[config.mk]
export PLATFORM = sky130hd
export DESIGN_NAME = game_tick_sequencer
export DESIGN_NICKNAME = d
export VERILOG_FILES = /design/src/rtl/game_tick_sequencer.sv
export SDC_FILE = /design/constraint.sdc
export NUM_CORES = 1
export LEC_CHECK = 0
export BUFFER_PORTS_ARGS = -buffer_cell sky130_fd_sc_hd__buf_2
export CORE_MARGIN = 8
export CORE_UTILIZATION = 55
export CTS_CLUSTER_DIAMETER = 150
export DETAILED_ROUTE_END_ITERATION = 10
export GPL_TIMING_DRIVEN = 0
export PLACE_DENSITY = 0.77
export SLEW_MARGIN = 20
export SYNTH_ARGS = -nofsm -noshare
export SYNTH_HDL_FRONTEND = slang
export SYNTH_SLANG_ARGS = --single-unit
export TNS_END_PERCENT = 50
[constraint.sdc]
create_clock -name clk -period 8.7 [get_ports clk]
set_input_delay 1.74 -clock clk [delete_from_list [all_inputs] [get_ports clk]]
set_output_delay 1.74 -clock clk [all_outputs]
set_load 0.01 [all_outputs]
[src/rtl/game_tick_sequencer.sv]
// game_tick_sequencer
//   Timing companion to the snake game-state FSM: debounces the push-button
//   into a single pulse, paces snake moves while the game runs, emits the
//   move -> check -> draw strobe train, and speeds the game up as it grows.
module game_tick_sequencer #(
  parameter logic [23:0] BASE_PERIOD     = 24'd2_500_000,
  parameter logic [23:0] STEP            = 24'd200_000,
  parameter logic [2:0]  MAX_LEVEL       = 3'd7,
  parameter logic [3:0]  GROWS_PER_LEVEL = 4'd4,
  parameter logic [15:0] DB_CYCLES       = 16'd50_000
) (
  input  logic       clk,
  input  logic       nrst,
  input  logic       button_raw,
  input  logic [1:0] state,
  input  logic       grow,
  output logic       button_pulse,
  output logic       move_tick,
  output logic       check_strobe,
  output logic       draw_strobe,
  output logic [2:0] speed_level,
  output logic       clear_game
);

  localparam logic [1:0] RUN   = 2'b00;
  localparam logic [1:0] IDLE  = 2'b01;
  localparam logic [1:0] PAUSE = 2'b10;
  localparam logic [1:0] OVER  = 2'b11;

  logic        sync_p0, sync_p1;
  logic        db_level, db_level_d;
  logic [15:0] db_cnt;
  logic [23:0] tick_cnt;
  logic [23:0] period, period_m1;
  logic        frame_p0, frame_p1, frame_p2;
  logic [3:0]  grow_cnt;
  logic [1:0]  prev_state;
  logic        clear_cond;

  function automatic logic [2:0] sat_inc_level(input logic [2:0] lvl);
    return (lvl >= MAX_LEVEL) ? lvl : lvl + 3'd1;
  endfunction

  assign move_tick    = frame_p0;
  assign check_strobe = frame_p1;
  assign draw_strobe  = frame_p2;

  // Move period for the current speed level and the game-over -> idle detect.
  always_comb begin
    period     = BASE_PERIOD - (24'(speed_level) * STEP);
    period_m1  = period - 24'd1;
    clear_cond = (prev_state == OVER) && (state == IDLE);
  end

  // Two-flop synchronizer for the asynchronous button level.
  always_ff @(posedge clk) begin
    if (!nrst) begin
      sync_p0 <= 1'b0;
      sync_p1 <= 1'b0;
    end else begin
      sync_p0 <= button_raw;
      sync_p1 <= sync_p0;
    end
  end

  // Debouncer: accept a new level only after it has differed long enough.
  always_ff @(posedge clk) begin
    if (!nrst) begin
      db_cnt   <= 16'd0;
      db_level <= 1'b0;
    end else if (sync_p1 != db_level) begin
      if (db_cnt == DB_CYCLES - 16'd1) begin
        db_level <= sync_p1;
        db_cnt   <= 16'd0;
      end else begin
        db_cnt <= db_cnt + 16'd1;
      end
    end else begin
      db_cnt <= 16'd0;
    end
  end

  // One-cycle pulse on the debounced rising edge.
  always_ff @(posedge clk) begin
    if (!nrst) begin
      db_level_d   <= 1'b0;
      button_pulse <= 1'b0;
    end else begin
      db_level_d   <= db_level;
      button_pulse <= db_level & ~db_level_d;
    end
  end

  // Move pacing; >= lets a shortened period that overtakes the count fire at once.
  always_ff @(posedge clk) begin
    if (!nrst) begin
      tick_cnt <= 24'd0;
      frame_p0 <= 1'b0;
    end else begin
      frame_p0 <= 1'b0;
      if (clear_cond) begin
        tick_cnt <= 24'd0;
      end else begin
        case (state)
          RUN: begin
            if (tick_cnt >= period_m1) begin
              tick_cnt <= 24'd0;
              frame_p0 <= 1'b1;
            end else begin
              tick_cnt <= tick_cnt + 24'd1;
            end
          end
          PAUSE:   tick_cnt <= tick_cnt;
          default: tick_cnt <= 24'd0;
        endcase
      end
    end
  end

  // Frame strobe train; a started frame always completes unless reset.
  always_ff @(posedge clk) begin
    if (!nrst) begin
      frame_p1 <= 1'b0;
      frame_p2 <= 1'b0;
    end else begin
      frame_p1 <= frame_p0;
      frame_p2 <= frame_p1;
    end
  end

  // Speed level: every GROWS_PER_LEVEL apples while running bumps the level.
  always_ff @(posedge clk) begin
    if (!nrst) begin
      grow_cnt    <= 4'd0;
      speed_level <= 3'd0;
    end else if (clear_cond) begin
      grow_cnt    <= 4'd0;
      speed_level <= 3'd0;
    end else if ((state == RUN) && grow) begin
      if (grow_cnt == GROWS_PER_LEVEL - 4'd1) begin
        grow_cnt    <= 4'd0;
        speed_level <= sat_inc_level(speed_level);
      end else begin
        grow_cnt <= grow_cnt + 4'd1;
      end
    end
  end

  // Previous game state and the registered clear pulse.
  always_ff @(posedge clk) begin
    if (!nrst) begin
      prev_state <= IDLE;
      clear_game <= 1'b0;
    end else begin
      prev_state <= state;
      clear_game <= clear_cond;
    end
  end

endmodule

==> results.json <==
{
  "hold_viol_final": 0,
  "ir_drop_uv": 122,
  "drtIter0Drc": 215,
  "power.leakage_nw": 1.50,
  "cts_hold_buf": 0,
  "tightest_slew_ns": 0.548,
  "h-tree-depth": 3,
  "root_buffer": "clkbuf_8",
  "fillers": 495,
  "max_freq_ghz": 0.214,
  "clkTransAtPathRegs_ns": 0.07,
  "cts_resized": 0,
  "finalSetupViolations": 0,
  "dieWidth_um": 94.9,
  "grt_setup_unrepaired": "no",
  "fp.dieArea_mm2": 0.00901,
  "r2r-end": "tick_cnt[15]$_SDFFE_PP0P_",
  "crit_path_frequent_cell": "ha_1",
  "start_util_pct": 57.5,
  "grt_pass1_vias": 2884,
  "synth.net_count": 434,
  "p_switching_w": 0.000120,
  "r2r_start": "speed_level[1]$_SDFFE_PP0P_",
  "worstPathCellList": "inv_1 > ha_1 > inv_1 > ha_1 > and3b_1 > a311oi_2 > xnor2_1 > o21ai_2 > a31oi_1 > o211ai_1 > ha_1 > nand3_1 > nor4_2 > o2111ai_1 > o211a_1 > buf_6 > buf_2 > a31oi_1 > a21oi_1",
  "arrival_ns": 4.89,
  "synth.largest_area_cell": "dfxtp_1",
  "slowest_stage": "dfxtp_1",
  "drv_slew": 0,
  "drive_above_1_share_pct": 10.5,
  "fin_setup_tns_ns": 0,
  "hold_start": "db_level_d$_SDFF_PN0_",
  "r2r_slack_ns": 4.03,
  "vias_per_cell": 5.89,
  "synth_edf_count": 0,
  "rows": 28,
  "synth-seq-cells": 58,
  "synthFlopType": "dfxtp_1",
  "syn_avg_cell_area_um2": 8.58,
  "max_cap_violations": 0,
  "skew_ns": 0.00931,
  "ys_warn_count": 0,
  "rr_worst_depth": 19,
  "ys_types": 55,
  "p_sw_share_pct": 21.6,
  "area_delta_synth_final_pct": 10.6,
  "num_antenna_cells": 0,
  "drtPass1Iterations": 4,
  "crit_path_end_kind": "flip-flop",
  "required_ns": 8.92,
  "slowest_delay_ns": 0.56,
  "worst_hold_slack_ns": 0.389,
  "port_buffers": 12,
  "hp-class": "flip-flop to flip-flop",
  "internal_power_w": 0.000433,
  "min_to": "button_pulse$_SDFF_PN0_",
  "clk_latency_ns": 0.34,
  "antenna_left": 0,
  "wl_um": 7470,
  "multi_input_area_mm2": 0.00212,
  "slew_headroom_pct": 63.4,
  "seqPwrFrac_pct": 48.6,
  "synthArstFlopShare_pct": 0,
  "p_clk_share_pct": 48.7,
  "synth_top_cell_area_share_pct": 33.9,
  "nNetsFinal": 457,
  "crit_path_max_fanout": 12,
  "critical_path_class": "flip-flop to flip-flop",
  "synth_cells": 399,
  "p_comb_share_pct": 2.8,
  "numCtsBuffers": 9,
  "cp-start-kind": "flip-flop",
  "hpwlAfterDp_um": 5340,
  "antenna_found_initial": 0,
  "ioPinCount": 14,
  "power.density_mw_per_mm2": 146,
  "clkSinkCount": 58,
  "die_h_um": 94.9,
  "layout_worst_path_cycle_share_pct": 53.7,
  "seqCellArea_mm2": 0.00116,
  "cts_tree": "yes",
  "synth_seq_area_share_pct": 33.9,
  "synth_area_mm2": 0.00342,
  "grt_overflow_total": 0,
  "postCtsSetupBuffers": 0,
  "grt_pass1_wl_um": 12800,
  "route.detailed.drc": 0,
  "clk_path_buf_depth": 2,
  "status": "finished clean",
  "synthTopCellsByArea": "dfxtp_1, ha_1, xnor2_1",
  "grtUsageTotal_pct": 17.6,
  "wl_per_cell_um": 14.9,
  "vias": 2957,
  "min_path_cells": 1,
  "min_period_ns": 4.67,
  "gp_congestion": 0.869,
  "report.power.total_w": 0.000553,
  "grt_max_degree": 13,
  "core-area_mm2": 0.00596
}
[registers in the layout (all words and copies together), names as in the netlist]
register	flops
tick_cnt	24
db_cnt	16
grow_cnt	4
speed_level	3
prev_state	2
button_pulse	1
check_strobe	1
clear_game	1
db_level	1
db_level_d	1
draw_strobe	1
move_tick	1
sync_p0	1
sync_p1	1
[critical path, delay by kind of cell (launching register included)]
family / cells / cell delay, ns
buffers and inverters: 4 / 0.50
XOR/XNOR: 1 / 0.22
AO/OA/AOI/OAI: 8 / 1.53
adder cells (fa/ha/maj): 3 / 1.02
flip-flops: 1 / 0.56
AND/OR/NAND/NOR: 3 / 0.73
[kinds of logic after synthesis]
family | Yosys count | synth area share, %
DFF | 58 | 33.9
muxes | 7 | 2.05
AOI/OAI and AO/OA | 68 | 13.7
buffers and inverters | 31 | 4.24
xor gates and xnor gates | 34 | 8.70
adders and majority gates | 29 | 10.6
and+or+nand+nor | 172 | 26.9
[per-stage QoR]
| step | utilization (%) | cell area, um2 | worst slack (ns) | cells |
|---|---|---|---|---|
| global placement | 60.1 | 3580 | 4.16 | 486 |
| finish | 63.6 | 3790 | 4.03 | 502 |
| floorplan | - | 3420 | 4.51 | 399 |
| global route | 63.6 | 3790 | 3.64 | 502 |
| CTS | 63.6 | 3790 | 4.02 | 502 |
| detailed placement | 60.1 | 3580 | 4.06 | 486 |
[placed cells by master, fill, tap and decap left out, types with 12 or more instances in the layout]
cell type	Yosys	layout
a21oi_1	16	16
a31oi_1	13	13
and3_1	12	12
buf_2	2	14
dfxtp_1	58	58
ha_1	29	29
inv_1	16	16
nand2_1	40	40
nand3_1	27	27
nand4_1	19	19
nor2_1	27	27
xnor2_1	18	18
xor2_1	16	16
[final cells by class]
cell class	count	share of cell area [%]
buffer	15	2.25
tap	75	2.48
clock inverter	5	2.08
inverter	16	1.59
multi-input combinational	310	55.9
clock buffer	11	3.47
timing repair buffer	12	1.59
sequential	58	30.6
[per-layer routing]
metal / up-vias / global-route usage, % / wire length [um]
met2: 81 / 29.6 / 3580
met3: 11 / 3.73 / 440
met5: - / 0 / 0
met1: 1367 / 21.3 / 3340
met4: 0 / 7.41 / 114
li1: 1498 / - / -
[cell usage after synthesis (2+ instances only)]
cell type and n:
dfxtp_1 58, nand2_1 40, ha_1 29, nand3_1 27, nor2_1 27, nand4_1 19
xnor2_1 18, a21oi_1 16, inv_1 16, xor2_1 16, a31oi_1 13, and3_1 12
o21ai_0 10, and2_1 8, clkbuf_1 8, nor3_1 8, mux2i_1 7, or3_1 5
a211oi_1 4, o22ai_1 4, o311ai_1 4, and4_1 3, buf_6 3, nor2b_1 3
a21o_1 2, buf_2 2, nand2b_1 2, nand4b_1 2, nor3b_1 2, nor4_2 2
o211ai_1 2, o21ai_1 2, o311ai_2 2, or2_2 2
[power by group through the flow]
stage / clock (W) / combinational [W] / sequential [W]
after CTS: 0.000274 / 0.0000153 / 0.000269
after detailed placement: 0 / 0.0000152 / 0.000275
final: 0.000269 / 0.0000152 / 0.000269
after global placement: 0 / 0.0000148 / 0.000274
after floorplan: 0 / 0.0000104 / 0.000274
after global routing: 0.000285 / 0.0000170 / 0.000269
[worst max-delay path by stage]
stage                                           start                         to  slack [ns]  depth (start not counted)
after floorplan           speed_level[1]$_SDFFE_PP0P_  tick_cnt[15]$_SDFFE_PP0P_        4.51                         19
after global placement    speed_level[1]$_SDFFE_PP0P_   tick_cnt[9]$_SDFFE_PP0P_        4.16                         19
after detailed placement  speed_level[1]$_SDFFE_PP0P_  tick_cnt[15]$_SDFFE_PP0P_        4.06                         19
after CTS                 speed_level[1]$_SDFFE_PP0P_  tick_cnt[14]$_SDFFE_PP0P_        4.02                         19
after global routing      speed_level[1]$_SDFFE_PP0P_   tick_cnt[9]$_SDFFE_PP0P_        3.64                         19
final                     speed_level[1]$_SDFFE_PP0P_  tick_cnt[15]$_SDFFE_PP0P_        4.03                         19
(Power assumes the default switching activity.)
